`config.mk`:
```
export PLATFORM = sky130hd
export DESIGN_NAME = fcvt_int2fp_pipe
export DESIGN_NICKNAME = d
export VERILOG_FILES = /design/src/rtl/fcvt_int2fp_pipe.sv
export SDC_FILE = /design/constraint.sdc
export NUM_CORES = 1
export LEC_CHECK = 0
export BUFFER_PORTS_ARGS = -buffer_cell sky130_fd_sc_hd__buf_4
export CAP_MARGIN = 25
export CORE_ASPECT_RATIO = 1.5
export CORE_MARGIN = 2
export CORE_UTILIZATION = 53
export DETAILED_ROUTE_END_ITERATION = 7
export PLACE_DENSITY = 0.86
export REMOVE_ABC_BUFFERS = 1
export SYNTH_ARGS = -nofsm -noshare
export SYNTH_HDL_FRONTEND = slang
export SYNTH_SLANG_ARGS = --single-unit
```
`constraint.sdc`:
```
create_clock -name clk_i -period 4.2 [get_ports clk_i]
set_input_delay 0.84 -clock clk_i [delete_from_list [all_inputs] [get_ports clk_i]]
set_output_delay 0.84 -clock clk_i [all_outputs]
set_load 0.05 [all_outputs]
```
`src/rtl/fcvt_int2fp_pipe.sv`:
```
// Pipelined integer to IEEE-754 single-precision converter (FCVT.S.W/WU/L/LU).
// Three register stages: operand capture, normalise, round/pack into the output register.
// Optional feature macro FCVT_ROUND_MODES_EN: when defined, frm_i selects RNE/RTZ/RDN/RUP/RMM;
// when undefined every conversion rounds to nearest-even and frm_i is ignored.
module fcvt_int2fp_pipe #(
    parameter int unsigned INT_W = 32,
    parameter int unsigned TAG_W = 5
) (
    input  logic             clk_i,
    input  logic             rst_i,
    input  logic             flush_i,
    input  logic             in_valid_i,
    output logic             in_ready_o,
    input  logic [INT_W-1:0] rs1_i,
    input  logic             fcvtU_i,
    input  logic [2:0]       frm_i,
    input  logic [TAG_W-1:0] tag_i,
    output logic             out_valid_o,
    input  logic             out_ready_i,
    output logic [31:0]      fcvtOut_o,
    output logic             nx_o,
    output logic [TAG_W-1:0] tag_o
);

    localparam int unsigned LZC_W    = $clog2(INT_W);
    localparam int unsigned EXP_BASE = 127 + INT_W - 1;

    // Whole pipeline moves together whenever the output slot is free or being drained
    logic advance;
    assign advance    = ~out_valid_o | out_ready_i;
    assign in_ready_o = advance;

    // Stage 1 inputs: sign and absolute magnitude (most negative value maps to its exact magnitude)
    logic             inSign;
    logic [INT_W-1:0] inMag;
    always_comb begin
        inSign = rs1_i[INT_W-1] & ~fcvtU_i;
        inMag  = inSign ? (~rs1_i + {{(INT_W-1){1'b0}}, 1'b1}) : rs1_i;
    end

    logic             s1Valid;
    logic             s1Sign;
    logic [INT_W-1:0] s1Mag;
    logic [TAG_W-1:0] s1Tag;
`ifdef FCVT_ROUND_MODES_EN
    logic [2:0]       s1Frm;
    logic [2:0]       s2Frm;
`else
    logic             unusedFrm;
    assign unusedFrm = ^frm_i;
`endif

    // Stage 1 register: operand capture
    always_ff @(posedge clk_i or posedge rst_i) begin
        if (rst_i) begin
            s1Valid <= 1'b0;
            s1Sign  <= 1'b0;
            s1Mag   <= '0;
            s1Tag   <= '0;
`ifdef FCVT_ROUND_MODES_EN
            s1Frm   <= 3'd0;
`endif
        end else if (flush_i) begin
            s1Valid <= 1'b0;
        end else if (advance) begin
            s1Valid <= in_valid_i;
            s1Sign  <= inSign;
            s1Mag   <= inMag;
            s1Tag   <= tag_i;
`ifdef FCVT_ROUND_MODES_EN
            s1Frm   <= frm_i;
`endif
        end
    end

    // Leading-zero count and left-normalisation of the magnitude
    logic [LZC_W-1:0] lzc;
    logic [INT_W-1:0] normC;
    logic [7:0]       expC;
    always_comb begin
        lzc = '0;
        for (int unsigned i = 0; i < INT_W; i++) begin
            if (s1Mag[i]) lzc = LZC_W'(INT_W - 1 - i);
        end
        normC = s1Mag << lzc;
        expC  = 8'(EXP_BASE) - 8'(lzc);
    end

    logic             s2Valid;
    logic             s2Sign;
    logic             s2Zero;
    logic [INT_W-1:0] s2Norm;
    logic [7:0]       s2Exp;
    logic [TAG_W-1:0] s2Tag;

    // Stage 2 register: normalised significand and biased exponent
    always_ff @(posedge clk_i or posedge rst_i) begin
        if (rst_i) begin
            s2Valid <= 1'b0;
            s2Sign  <= 1'b0;
            s2Zero  <= 1'b0;
            s2Norm  <= '0;
            s2Exp   <= 8'd0;
            s2Tag   <= '0;
`ifdef FCVT_ROUND_MODES_EN
            s2Frm   <= 3'd0;
`endif
        end else if (flush_i) begin
            s2Valid <= 1'b0;
        end else if (advance) begin
            s2Valid <= s1Valid;
            s2Sign  <= s1Sign;
            s2Zero  <= ~|s1Mag;
            s2Norm  <= normC;
            s2Exp   <= expC;
            s2Tag   <= s1Tag;
`ifdef FCVT_ROUND_MODES_EN
            s2Frm   <= s1Frm;
`endif
        end
    end

    // Round to a 24-bit significand with guard/sticky and pack the single-precision word
    logic [23:0] sig;
    logic        guard;
    logic        sticky;
    logic [2:0]  mode;
    logic        roundUp;
    logic [24:0] sum;
    logic [7:0]  expR;
    logic [22:0] fracR;
    logic [31:0] resC;
    logic        nxC;
    always_comb begin
        sig    = s2Norm[INT_W-1 -: 24];
        guard  = s2Norm[INT_W-25];
        sticky = |s2Norm[INT_W-26:0];
`ifdef FCVT_ROUND_MODES_EN
        mode   = s2Frm;
`else
        mode   = 3'b000;
`endif
        case (mode)
            3'b001:  roundUp = 1'b0;
            3'b010:  roundUp = (guard | sticky) & s2Sign;
            3'b011:  roundUp = (guard | sticky) & ~s2Sign;
            3'b100:  roundUp = guard;
            default: roundUp = guard & (sticky | sig[0]);
        endcase
        sum = {1'b0, sig} + {24'd0, roundUp};
        if (sum[24]) begin
            expR  = s2Exp + 8'd1;
            fracR = 23'd0;
        end else begin
            expR  = s2Exp;
            fracR = sum[22:0];
        end
        resC = s2Zero ? 32'd0 : {s2Sign, expR, fracR};
        nxC  = guard | sticky;
    end

    // Output register: result held while the consumer stalls
    always_ff @(posedge clk_i or posedge rst_i) begin
        if (rst_i) begin
            out_valid_o <= 1'b0;
            fcvtOut_o   <= 32'd0;
            nx_o        <= 1'b0;
            tag_o       <= '0;
        end else if (flush_i) begin
            out_valid_o <= 1'b0;
        end else if (advance) begin
            out_valid_o <= s2Valid;
            if (s2Valid) begin
                fcvtOut_o <= resC;
                nx_o      <= nxC;
                tag_o     <= s2Tag;
            end
        end
    end

endmodule
```
Yosys cells after proc, flatten, opt, wreduce, memory -nomap -nowiden
Index checks and enable logic that the tools add are counted.

Reductions and logical operators: 6. Shift operators: 1. Add/subtract/negate cells: 4. Bitwise gates (word level): 9. Muxes and demuxes: 42.

Operator list (count): two-way mux 5 bit (32); two-way mux 32 bit (2); adder 32 x 1 -> 32 bit (second input constant) (1); inverter 32 bit (1); OR reduction 32 bit (1); << shifter 32 x 5 -> 32 bit (1); adder 24 x 1 -> 25 bit (1); two-way mux 23 bit (1); adder 8 x 1 -> 8 bit (second input constant) (1); two-way mux 8 bit (1); subtractor 8 x 5 -> 8 bit (first input constant) (1); OR reduction 7 bit (1); two-way mux 1 bit (6); inverter 1 bit (3); bitwise OR 1 bit (3); AND reduction 3 bit (1); bitwise AND 1 bit (2); AND reduction 2 bit (1); nonzero test 2 bit (1); zero test 1 bit (1).

Input bits: 46. Bits in registers: 126. Output and inout port bits: 40.

Longest topological paths before layout
Gate-level depths: netlist (run 1).

Depth after elaboration: 33. Mapped depth: 15.

Least setup slack after synthesis (run 1)
No wires, ideal clock.

Path kind: input to register. Start point: input rs1_i[8]. End point: register s1Mag[29]. Stages on the path: 8. Setup slack: 1.191 ns. Path buffers: 0. Arrival: 2.880 ns. Path through: or4_4 > nor4_4 > nand3b_1 > or3_1 > or2_1 > o31ai_1 > xor2_1 > o21ai_1.

Cells in the longest elaborated chain, start to end: 3.

Ends and longest elaborated chain: start, declared (line 14) `input logic [INT_W-1:0] rs1_i,`; inverter 32 bit (line 38) `inMag = inSign ? (~rs1_i + {{(INT_W-1){1'b0}}, 1'b1}) : rs1_i;`; adder 32 x 1 -> 32 bit (line 38); two-way mux 32 bit (line 38); end signal, assigned (line 68) `s1Mag <= inMag;`; end, declared (line 43) `logic [INT_W-1:0] s1Mag;`.

Every way passes these cells. A chain may end at the register's enable or synchronous reset.

Final worst setup path (run 1)
Start point: register s1Mag[20]. End point: register s2Norm[26].

Cells in the longest elaborated chain, start to end: 13.

Ends and longest elaborated chain: two-way mux 5 bit (12 in series) (line 83) `if (s1Mag[i]) lzc = LZC_W'(INT_W - 1 - i);`; << shifter 32 x 5 -> 32 bit (*) (line 85) `normC = s1Mag << lzc;`; end signal, assigned (line 114) `s2Norm <= normC;`; end, declared (line 92) `logic [INT_W-1:0] s2Norm;`.

Every way passes the cells marked *; elsewhere a longest branch is shown, timed or not.

==> load_flow_metrics.sql, run 1 <==
INSERT INTO impl_metrics (metric_group, metric, value, unit) VALUES
('placement', 'place_inst', '1182', ''),
('grt', 'wire_length_of_the_first_global_routing_pass', '33.6', 'mm'),
('grt', 'globalRouteOverflowTotal', '0', ''),
('routing', 'via_count', '7302', ''),
('routing', 'detail-route-antenna-nets', '0', ''),
('setup_path', 'timing.setup.critical_path_class', 'reg -> reg', ''),
('sta', 'finClkSkew', '0.0126', 'ns'),
('die', 'die-width', '106', 'um'),
('grt', 'grt_pass1_vias', '6965', ''),
('sta', 'period_share', '86.9', '%'),
('yosys', 'netlist-cell-type-count', '81', ''),
('setup_path', 'worstPathCellList', 'nor2_1 > nand2_1 > a2111o_1 > a31oi_4 > inv_2 > a22oi_1 > a211oi_1 > a2111oi_0 > o31ai_1', ''),
('sta', 'timing_hold_violations_final', '0', ''),
('setup_path', 'max_stage_delay', '0.68', 'ns'),
('routing', 'route.detailed.vias_per_inst', '6.02', ''),
('sta', 'worst_pin_slew', '0.783', 'ns'),
('status', 'run_status', 'completed', ''),
('yosys', 'synth_warnings', '0', ''),
('yosys', 'synthTopCellsByCount', 'sky130_fd_sc_hd__nand2_1 (165), sky130_fd_sc_hd__dfrtp_1 (126), sky130_fd_sc_hd__o21ai_0 (92)', ''),
('grt', 'antenna_found_initial', '0', ''),
('setup_path', 'worst-endpoint-required', '4.46', 'ns'),
('power', 'vdd_drop_max', '0.279', 'mV'),
('layout', 'final_cell_area', '9420', 'um^2'),
('layout', 'syn_to_final_growth', '14.1', '%'),
('routing', 'drtPass1Iterations', '5', ''),
('power', 'pwr_density_cell', '547', 'nW/um^2'),
('setup_path', 'crit_path_top_delay_cell', 'sky130_fd_sc_hd__a2111oi_0', ''),
('routing', 'routed_wire_length_per_instance', '16.3', 'um'),
('routing', 'postRouteWirelength', '19.8', 'mm'),
('yosys', 'synthesis.area', '8250', 'um^2'),
('sta', 'fin_crit', '3.65', 'ns'),
('yosys', 'synth_enable_flop_cells', '0', ''),
('placement', 'post_dp_cell_area', '8870', 'um^2'),
('layout', 'design.final.nets', '1053', ''),
('routing', 'drt_first_iter_violations', '584', ''),
('layout', 'num-fill-cells', '1319', ''),
('setup_path', 'arrival', '3.91', 'ns'),
('yosys', 'synth_cells', '964', ''),
('placement', 'post_place_setup_slack', '0.738', 'ns'),
('setup_path', 'start_kind', 'flip-flop', ''),
('routing', 'drt_drc_violations_left', '0', ''),
('die', 'dieArea', '16600', 'um^2'),
('yosys', 'synth.ff_latch_count', '126', ''),
('setup_path', 'setup.reg_to_reg.worst_slack', '0.55', 'ns'),
('yosys', 'dominantRegCellSynth', 'sky130_fd_sc_hd__dfrtp_1', ''),
('clocking', 'worst_skew_pair.late_latency', '0.42', 'ns'),
('grt', 'grt_start_max_net_pins', '76', ''),
('die', 'ioPinCount', '86', ''),
('clocking', 'cts_htree_levels', '4', ''),
('yosys', 'ys_seq_area_share', '38.2', '%'),
('sta', 'max_slew_margin', '47.3', '%'),
('placement', 'dp.final_hpwl', '14.3', 'mm'),
('clocking', 'post_cts.resized_instances', '0', ''),
('min_path', 'min-delay-path-class', 'reg -> reg', ''),
('setup_path', 'worstPathBufferInverterCount', '1', ''),
('sta', 'setup_repair_after_global_routing_missed_its_margin', 'false', ''),
('power', 'p_leak', '0.00404', 'uW'),
('sta', 'setup_ws', '0.550', 'ns'),
('clocking', 'cts.root.buffer_cell', 'sky130_fd_sc_hd__clkbuf_16', ''),
('clocking', 'post-cts-setup-buffer-count', '0', ''),
('setup_path', 'path_max_fanout', '23', ''),
('clocking', 'cts_tree', 'built', ''),
('clocking', 'tritoncts.num_buffers', '17', ''),
('grt', 'grt.total_usage', '24.9', '%'),
('clocking', 'clockBufferDepth', '2', ''),
('yosys', 'synthArstFlopShare', '100', '%'),
('yosys', 'share_of_the_synthesized_area_in_the_top_cell_type', '38.2', '%'),
('placement', 'routabilityCongestion', '0.944', ''),
('layout', 'final_instance_count_without_filler_cells', '1213', ''),
('run', 'max-cap-violations', '0', ''),
('power', 'total_power', '5150', 'uW');
per-layer routing:
metal | part of all wire, % | wire, um | vias up | GRT usage (%)
li1 | - | - | 3551 | -
met5 | 0 | 0 | - | 0
met2 | 53 | 10400 | 264 | 45.3
met3 | 4.7 | 929 | 51 | 3.37
met1 | 39 | 7760 | 3436 | 28.9
met4 | 3.4 | 676 | 0 | 11.2
path summary, 6_finish.rpt:
check                                             to             startpoint  cells after the start
hold reg to reg                 s2Tag[0]$_DFFE_PP0P_   s1Tag[0]$_DFFE_PP0P_                      2
setup / recovery              s2Norm[26]$_DFFE_PP0P_  s1Mag[20]$_DFFE_PP0P_                      9
setup reg to reg              s2Norm[26]$_DFFE_PP0P_  s1Mag[20]$_DFFE_PP0P_                      9
max in group asynchronous       tag_o[0]$_DFFE_PP0P_                  rst_i                      3
min in group asynchronous  fcvtOut_o[29]$_DFFE_PP0P_                  rst_i                      2
hold / removal                  s2Tag[0]$_DFFE_PP0P_   s1Tag[0]$_DFFE_PP0P_                      2
state kept, by name (all words and copies together) (netlist names), 5 cells and up:
name and flops:
s2Norm 32, tag_o 5, s2Tag 5, s1Tag 5
s2Exp 8, s1Mag 32, fcvtOut_o 32
report_power, final:
part | leakage, uW | switching, uW | internal, uW
logic | 0.00222 | 1240 | 736
clock network | 0.000262 | 554 | 810
registers | 0.00156 | 304 | 1510
total | 0.00404 | 2090 | 3050
cell usage in the layout, fill, tap and decap left out, types with 24 or more instances in the layout:
cell type,n
sky130_fd_sc_hd__a21oi_1,37
sky130_fd_sc_hd__and3_1,24
sky130_fd_sc_hd__buf_4,95
sky130_fd_sc_hd__dfrtp_1,126
sky130_fd_sc_hd__mux2i_1,31
sky130_fd_sc_hd__nand2_1,165
sky130_fd_sc_hd__nor2_1,59
sky130_fd_sc_hd__o21ai_0,92
sky130_fd_sc_hd__xnor2_1,27
sky130_fd_sc_hd__xor2_1,33
cell type report:
class                      instances  area, um^2  area share [%]
timing repair buffer              97         753            8.00
tap                              199         249            2.64
multi-input combinational        743        4650            49.4
inverter                          17        66.3           0.704
clock buffer                      18         429            4.56
clock inverter                    13         116            1.24
sequential                       126        3150            33.5
worst min-delay path, delay by kind of cell, from the launching register on:
family | cells | cell delay [ns]
DFF | 1 | 0.34
and+or+nand+nor | 2 | 0.10
logic make-up after synthesis:
family / after synthesis / share of synthesized area, %
buf+inv: 95 / 5.70
mux: 46 / 5.81
fa+ha+maj: 5 / 0.758
flops: 126 / 38.2
compound gates: 271 / 22.3
xor+xnor: 60 / 6.37
simple gates: 361 / 20.8
per-stage QoR:
stage                     TNS [ns]  hold slack [ns]  utilization [%]
final                            0            0.465             62.2
after global routing             0            0.505             62.2
after CTS                        0            0.467             62.2
after detailed placement         0            0.453             58.6
after global placement           0            0.447             58.6
after floorplan             -0.408            0.439                -
Note: power is estimated with default switching activity, not from simulation.
==> run 2, diff against run 1 <==
--- a/config.mk
+++ b/config.mk
@@ -6,8 +6,7 @@
 export NUM_CORES = 1
 export LEC_CHECK = 0
 export BUFFER_PORTS_ARGS = -buffer_cell sky130_fd_sc_hd__buf_4
-export CAP_MARGIN = 25
-export CORE_ASPECT_RATIO = 1.5
+export CORE_ASPECT_RATIO = 1.75
 export CORE_MARGIN = 2
 export CORE_UTILIZATION = 53
 export DETAILED_ROUTE_END_ITERATION = 7
==> load_flow_metrics.sql, run 2 (same netlist as run 1, synthesis figures left out) <==
INSERT INTO impl_metrics (metric_group, metric, value, unit) VALUES
('setup_path', 'setup.reg_to_reg.worst_slack', '0.72', 'ns'),
('setup_path', 'critical_path.endpoint_type', 'flip-flop', ''),
('grt', 'grt_start_max_net_pins', '84', ''),
('sta', 'period_share', '82.8', '%'),
('setup_path', 'crit_path_top_delay_cell', 'sky130_fd_sc_hd__or4_1', ''),
('grt', 'grt_util_met2', '45.0', '%'),
('layout', 'final_layout_size_suffix_gt1_share', '17.8', '%'),
('sta', 'setup_total_negative_slack', '0', 'ns'),
('sta', 'finClkSkew', '0.00867', 'ns'),
('clocking', 'tritoncts.num_buffers', '17', ''),
('grt', 'global_route.usage.met1', '27.6', '%'),
('grt', 'wire_length_of_the_first_global_routing_pass', '34.3', 'mm'),
('sta', 'worst_pin_slew', '0.973', 'ns'),
('power', 'pwr_density_cell', '557', 'nW/um^2'),
('setup_path', 'cp_top_family', 'simple AND/OR/NAND/NOR gates', ''),
('grt', 'top_usage_layer', 'met2', ''),
('layout', 'final_antenna_diode_count', '0', ''),
('layout', 'num-fill-cells', '1317', ''),
('setup_path', 'crit-reg2reg-launch', 's1Mag[28]$_DFFE_PP0P_', ''),
('layout', 'design.final.nets', '1055', ''),
('power', 'vdd_drop_max', '0.227', 'mV'),
('setup_path', 'max_stage_delay', '0.91', 'ns'),
('min_path', 'whs_path_depth', '2', ''),
('sta', 'report.final.setup_viol', '0', ''),
('clocking', 'post-cts-setup-buffer-count', '0', ''),
('placement', 'place_inst', '1171', ''),
('sta', 'achievable-frequency', '288', 'MHz'),
('clocking', 'cts_sinks', '126', ''),
('placement', 'dp.final_hpwl', '14.7', 'mm'),
('placement', 'routabilityCongestion', '1.05', ''),
('min_path', 'min-delay-path-class', 'reg -> reg', ''),
('power', 'switching_share', '40.7', '%'),
('layout', 'layout.cells.most_common_list', 'sky130_fd_sc_hd__nand2_1 (165), sky130_fd_sc_hd__dfrtp_1 (126), sky130_fd_sc_hd__buf_4 (98), sky130_fd_sc_hd__o21ai_0 (92), sky130_fd_sc_hd__nor2_1 (59)', ''),
('clocking', 'clockBufferDepth', '2', ''),
('run', 'max-cap-violations', '0', ''),
('routing', 'routed_wire_length_per_instance', '17.0', 'um'),
('routing', 'drt_drc_violations_left', '0', ''),
('setup_path', 'start_kind', 'flip-flop', ''),
('routing', 'route.detailed.vias_per_inst', '6.25', ''),
('status', 'run_status', 'completed', ''),
('placement', 'port-buffer-count', '82', ''),
('setup_path', 'arrival', '3.79', 'ns'),
('routing', 'drt_first_iter_violations', '676', ''),
('die', 'dieArea', '16600', 'um^2'),
('power', 'p_leak', '0.00407', 'uW'),
('setup_path', 'worst-endpoint-required', '4.52', 'ns'),
('setup_path', 'timing.setup.critical_path_class', 'reg -> reg', ''),
('clocking', 'clock_pin_slew_on_the_worst_setup_and_hold_paths', '0.06', 'ns'),
('sta', 'fin_crit', '3.48', 'ns'),
('power', 'seqPwrFrac', '34.5', '%'),
('sta', 'setup_repair_after_global_routing_missed_its_margin', 'false', ''),
('power', 'cellInternalPower', '3120', 'uW'),
('setup_path', 'worstPathBufferInverterCount', '0', ''),
('grt', 'grt_pass1_vias', '7140', ''),
('grt', 'gr-usage-met3', '3.51', '%'),
('die', 'ioPinCount', '86', ''),
('sta', 'drv_slew', '0', ''),
('grt', 'antenna_found_initial', '0', ''),
('setup_path', 'cell_depth_of_the_worst_flop_to_flop_path', '9', ''),
('die', 'initial_core_util', '53.9', '%'),
('layout', 'largest_registers', 'fcvtOut_o (32), s1Mag (32), s2Norm (32)', ''),
('sta', 'timing_hold_violations_final', '0', ''),
('min_path', 'whs_endpoint', 's2Tag[2]$_DFFE_PP0P_', ''),
('clocking', 'cts_tree', 'built', ''),
('sta', 'max_slew_margin', '35.2', '%'),
('layout', 'syn_to_final_growth', '14.5', '%'),
('clocking', 'cts.root.buffer_cell', 'sky130_fd_sc_hd__clkbuf_16', ''),
('setup_path', 'worstPathCellList', 'or4_1 > nor2_4 > a22oi_1 > and3_1 > mux2i_1 > mux2_2 > nor2_1 > a211o_1 > a41oi_1', ''),
('layout', 'final_common_cell', 'sky130_fd_sc_hd__nand2_1', ''),
('setup_path', 'path_max_fanout', '19', ''),
('power', 'clock_power_share', '27.6', '%'),
('power', 'power.combinational.fraction', '38.0', '%'),
('min_path', 'worst_hold_startpoint', 's1Tag[2]$_DFFE_PP0P_', ''),
('grt', 'grt.total_usage', '25.1', '%'),
('die', 'die-width', '98.3', 'um'),
('routing', 'postRouteWirelength', '20.4', 'mm'),
('clocking', 'worst_skew_pair.late_latency', '0.42', 'ns'),
('grt', 'globalRouteOverflowTotal', '0', ''),
('routing', 'drtPass1Iterations', '7', ''),
('die', 'cell_rows', '60', ''),
('clocking', 'cts.hold.buffers_added', '0', ''),
('power', 'power_switching', '2140', 'uW'),
('clocking', 'cts_htree_levels', '4', ''),
('die', 'core', '15300', 'um^2'),
('layout', 'final_instance_count_without_filler_cells', '1203', ''),
('routing', 'via_count', '7519', ''),
('setup_path', 'rr_endpoint', 's2Norm[24]$_DFFE_PP0P_', ''),
('routing', 'detail-route-antenna-nets', '0', ''),
('clocking', 'post_cts.resized_instances', '0', ''),
('die', 'die_height', '169', 'um');
-- run 2: tightest hold or removal path, cell delays in order (launching register included) --
cell                      delay [ns]
sky130_fd_sc_hd__dfrtp_1        0.34
sky130_fd_sc_hd__nand2_1        0.05
sky130_fd_sc_hd__nand2_1        0.05
-- run 2: power by group through the flow --
stage | Clock [uW] | Sequential, uW | Combinational (uW)
after floorplan | 0 | 2180 | 1010
after detailed placement | 0 | 1820 | 1950
after CTS | 1460 | 1810 | 1980
after global routing | 1520 | 1870 | 2160
final | 1450 | 1810 | 2000
after global placement | 0 | 1810 | 1920
-- run 2: cell type report --
class / instances / area [um^2] / area share [%]
flip-flops and latches: 126 / 3150 / 33.4
well taps: 186 / 233 / 2.46
multi-input cells: 743 / 4650 / 49.2
repair buffers: 99 / 756 / 8.00
clock inverters: 15 / 163 / 1.72
clock buffers: 17 / 425 / 4.50
inverters: 17 / 66.3 / 0.702
-- run 2: per-stage QoR --
step / hold slack, ns / setup slack (ns) / instance area [um^2] / total power (uW) / utilization, %
6_report: 0.460 / 0.724 / 9450 / 5260 / 61.7
4_1_cts: 0.462 / 0.796 / 9450 / 5250 / 61.7
2_1_floorplan: 0.439 / -0.0553 / 7840 / 3190 / -
3_5_place_dp: 0.455 / 0.726 / 8860 / 3780 / 57.9
3_3_place_gp: 0.448 / 0.821 / 8860 / 3730 / 57.9
5_1_grt: 0.475 / 0.446 / 9450 / 5550 / 61.7
-- run 2: worst max-delay path by stage --
| stage | slack [ns] | depth (start not counted) | from | endpoint |
|---|---|---|---|---|
| 2_1_floorplan | -0.06 | 10 | s1Mag[30]$_DFFE_PP0P_ | s2Norm[18]$_DFFE_PP0P_ |
| 3_3_place_gp | 0.82 | 9 | rs1_i[8] | s1Mag[29]$_DFFE_PP0P_ |
| 3_5_place_dp | 0.73 | 9 | rs1_i[8] | s1Mag[29]$_DFFE_PP0P_ |
| 4_1_cts | 0.80 | 14 | s2Norm[2]$_DFFE_PP0P_ | fcvtOut_o[28]$_DFFE_PP0P_ |
| 5_1_grt | 0.45 | 14 | s2Norm[2]$_DFFE_PP0P_ | fcvtOut_o[28]$_DFFE_PP0P_ |
| 6_report | 0.72 | 9 | s1Mag[28]$_DFFE_PP0P_ | s2Norm[24]$_DFFE_PP0P_ |
-- run 2: layer usage --
metal  routed length (um)  vias up
met1                 7270     3522
met2                10800      334
met4                 1260        0
met3                 1120      101
met5                    0        -
li1                     -     3562
==> run 3, diff against run 2 <==
--- a/config.mk
+++ b/config.mk
@@ -10,7 +10,7 @@
 export CORE_MARGIN = 2
 export CORE_UTILIZATION = 53
 export DETAILED_ROUTE_END_ITERATION = 7
-export PLACE_DENSITY = 0.86
+export PLACE_DENSITY = 0.83
 export REMOVE_ABC_BUFFERS = 1
 export SYNTH_ARGS = -nofsm -noshare
 export SYNTH_HDL_FRONTEND = slang
==> constraint.sdc (replaced) <==
create_clock -name clk_i -period 3.2 [get_ports clk_i]
set_input_delay 0.64 -clock clk_i [delete_from_list [all_inputs] [get_ports clk_i]]
set_output_delay 0.64 -clock clk_i [all_outputs]
set_load 0.05 [all_outputs]
==> load_flow_metrics.sql, run 3 (same netlist as run 1, synthesis figures left out) <==
INSERT INTO impl_metrics (metric_group, metric, value, unit) VALUES
('grt', 'globalRouteOverflowTotal', '0', ''),
('clocking', 'post-cts-setup-buffer-count', '0', ''),
('routing', 'postRouteWirelength', '22.0', 'mm'),
('die', 'die-width', '98.3', 'um'),
('layout', 'final_layout_size_suffix_gt1_share', '22.2', '%'),
('grt', 'antenna_found_initial', '0', ''),
('layout', 'final_common_cell', 'sky130_fd_sc_hd__nand2_1', ''),
('sta', 'max_slew_margin', '54.8', '%'),
('routing', 'routed_wire_length_per_instance', '17.5', 'um'),
('routing', 'detail-route-antenna-nets', '0', ''),
('sta', 'worst_pin_slew', '0.678', 'ns'),
('layout', 'final_antenna_diode_count', '0', ''),
('clocking', 'cts_tree', 'built', ''),
('clocking', 'clockBufferDepth', '2', ''),
('routing', 'drt_drc_violations_left', '0', ''),
('die', 'die_height', '169', 'um'),
('routing', 'via_count', '7619', ''),
('layout', 'largest_registers', 'fcvtOut_o (32), s1Mag (32), s2Norm (32)', ''),
('status', 'run_status', 'completed', ''),
('setup_path', 'worstPathCellList', 'or3_1 > a221o_1 > a21oi_1 > o211ai_1 > buf_12 > buf_12 > mux2_2 > o31ai_2 > a21oi_1 > a21oi_1', ''),
('routing', 'drtPass1Iterations', '5', ''),
('layout', 'syn_to_final_growth', '20.7', '%'),
('setup_path', 'setup.reg_to_reg.worst_slack', '0.07', 'ns'),
('die', 'cell_rows', '60', ''),
('placement', 'post_dp_cell_area', '9280', 'um^2'),
('setup_path', 'start_kind', 'flip-flop', ''),
('layout', 'final_core_util', '65.0', '%'),
('power', 'pwr_density_cell', '728', 'nW/um^2'),
('grt', 'grt_pass1_vias', '7491', ''),
('grt', 'grt_start_max_net_pins', '68', ''),
('power', 'p_leak', '0.00435', 'uW'),
('die', 'ioPinCount', '86', ''),
('layout', 'final_cell_area', '9960', 'um^2'),
('placement', 'post_place_setup_slack', '0.0432', 'ns'),
('clocking', 'cts.root.buffer_cell', 'sky130_fd_sc_hd__clkbuf_16', ''),
('die', 'dieArea', '16600', 'um^2'),
('sta', 'achievable-frequency', '320', 'MHz'),
('setup_path', 'rr_endpoint', 's2Norm[19]$_DFFE_PP0P_', ''),
('sta', 'finClkSkew', '0.00989', 'ns'),
('layout', 'design.final.nets', '1108', ''),
('power', 'vdd_drop_max', '0.330', 'mV'),
('setup_path', 'max_stage_delay', '0.42', 'ns'),
('sta', 'period_share', '97.7', '%'),
('setup_path', 'cell_depth_of_the_worst_flop_to_flop_path', '10', ''),
('setup_path', 'crit_path_top_delay_cell', 'sky130_fd_sc_hd__o31ai_2', ''),
('clocking', 'tritoncts.num_buffers', '17', ''),
('setup_path', 'cp_num_cells', '10', ''),
('die', 'core', '15300', 'um^2'),
('routing', 'route.detailed.vias_per_inst', '6.07', ''),
('grt', 'wire_length_of_the_first_global_routing_pass', '35.7', 'mm'),
('setup_path', 'cp_top_family', 'compound AO/OA/AOI/OAI gates', ''),
('clocking', 'worst_skew_pair.late_latency', '0.42', 'ns'),
('setup_path', 'cp-endpoint', 's2Norm[19]$_DFFE_PP0P_', ''),
('placement', 'dp.final_hpwl', '16.1', 'mm'),
('sta', 'setup_ws', '0.0739', 'ns'),
('placement', 'place_inst', '1223', ''),
('sta', 'drv_slew', '0', ''),
('sta', 'report.final.setup_viol', '0', ''),
('setup_path', 'path_max_fanout', '17', ''),
('run', 'max-cap-violations', '0', ''),
('sta', 'timing_hold_violations_final', '0', ''),
('routing', 'drt_first_iter_violations', '489', ''),
('setup_path', 'arrival', '3.47', 'ns'),
('setup_path', 'worst-endpoint-required', '3.54', 'ns'),
('placement', 'port-buffer-count', '82', ''),
('min_path', 'min-delay-path-class', 'in -> async', ''),
('setup_path', 'worstPathBufferInverterCount', '2', ''),
('clocking', 'cts_sinks', '126', ''),
('layout', 'layout.cells.most_common_list', 'sky130_fd_sc_hd__nand2_1 (165), sky130_fd_sc_hd__buf_4 (147), sky130_fd_sc_hd__dfrtp_1 (126), sky130_fd_sc_hd__o21ai_0 (91), sky130_fd_sc_hd__nor2_1 (59)', ''),
('placement', 'routabilityCongestion', '0.981', ''),
('clocking', 'cts_htree_levels', '4', ''),
('sta', 'fin_crit', '3.13', 'ns'),
('layout', 'final_instance_count_without_filler_cells', '1256', ''),
('setup_path', 'critical_path.endpoint_type', 'flip-flop', ''),
('setup_path', 'crit_path_frequent_cell', 'sky130_fd_sc_hd__a21oi_1', ''),
('layout', 'num-fill-cells', '1285', ''),
('setup_path', 'worstSetupStartpoint', 's1Mag[11]$_DFFE_PP0P_', ''),
('setup_path', 'crit-reg2reg-launch', 's1Mag[11]$_DFFE_PP0P_', ''),
('clocking', 'clock_pin_slew_on_the_worst_setup_and_hold_paths', '0.06', 'ns'),
('clocking', 'cts.hold.buffers_added', '0', ''),
('die', 'initial_core_util', '53.9', '%'),
('grt', 'grt.total_usage', '26.3', '%'),
('setup_path', 'timing.setup.critical_path_class', 'reg -> reg', '');
-- run 3: metrics by stage --
| stage | total power (uW) | hold WS [ns] | setup TNS (ns) |
|---|---|---|---|
| after floorplan | 4190 | 0.439 | -173.70 |
| after global placement | 5090 | 0.450 | 0 |
| after detailed placement | 5170 | 0.455 | 0 |
| after CTS | 7200 | 0.220 | 0 |
| after global routing | 7610 | 0.243 | -0.0289 |
| final | 7250 | 0.213 | 0 |
-- run 3: how the worst min path moves through the flow --
stage / start / end / cells after the start
2_1_floorplan: s1Sign$_DFFE_PP0P_ / s2Sign$_DFFE_PP0P_ / 2
3_3_place_gp: s1Tag[2]$_DFFE_PP0P_ / s2Tag[2]$_DFFE_PP0P_ / 2
3_5_place_dp: s1Tag[0]$_DFFE_PP0P_ / s2Tag[0]$_DFFE_PP0P_ / 2
4_1_cts: rst_i / fcvtOut_o[26]$_DFFE_PP0P_ / 2
5_1_grt: rst_i / fcvtOut_o[28]$_DFFE_PP0P_ / 2
6_report: rst_i / s1Valid$_DFFE_PP0P_ / 2
-- run 3: layout make-up --
class	count	area [um^2]	share of cell area [%]
clock inverters	14	181	1.82
repair buffers	151	1180	11.9
inverters	17	66.3	0.666
flip-flops and latches	126	3150	31.7
clock buffers	18	439	4.41
multi-input cells	744	4700	47.2
well taps	186	233	2.34
-- run 3: timing repair --
action / CTS / global route
hold endpoints to repair: 0 / 0
resized for setup: 0 / 10
setup endpoints to repair: 0 / 30
-- run 3: metal layers --
layer  wire (um)  GRT usage (%)
met2       12100           50.3
met3         856           4.05
met4        1140           13.7
met5           0              0
met1        7900           27.0
-- run 3: worst reg2reg max path: stages, from the launching register on --
cell and delay [ns]:
sky130_fd_sc_hd__dfrtp_1 0.39, sky130_fd_sc_hd__or3_1 0.38, sky130_fd_sc_hd__a221o_1 0.27, sky130_fd_sc_hd__a21oi_1 0.31
sky130_fd_sc_hd__o211ai_1 0.26, sky130_fd_sc_hd__buf_12 0.22, sky130_fd_sc_hd__buf_12 0.16, sky130_fd_sc_hd__mux2_2 0.31
sky130_fd_sc_hd__o31ai_2 0.42, sky130_fd_sc_hd__a21oi_1 0.16, sky130_fd_sc_hd__a21oi_1 0.18
-- run 3: power by group --
part	total, uW	internal (uW)	switching, uW
clock	2020	1260	757
sequential	2350	1980	371
combinational	2890	1110	1780
total	7250	4350	2900
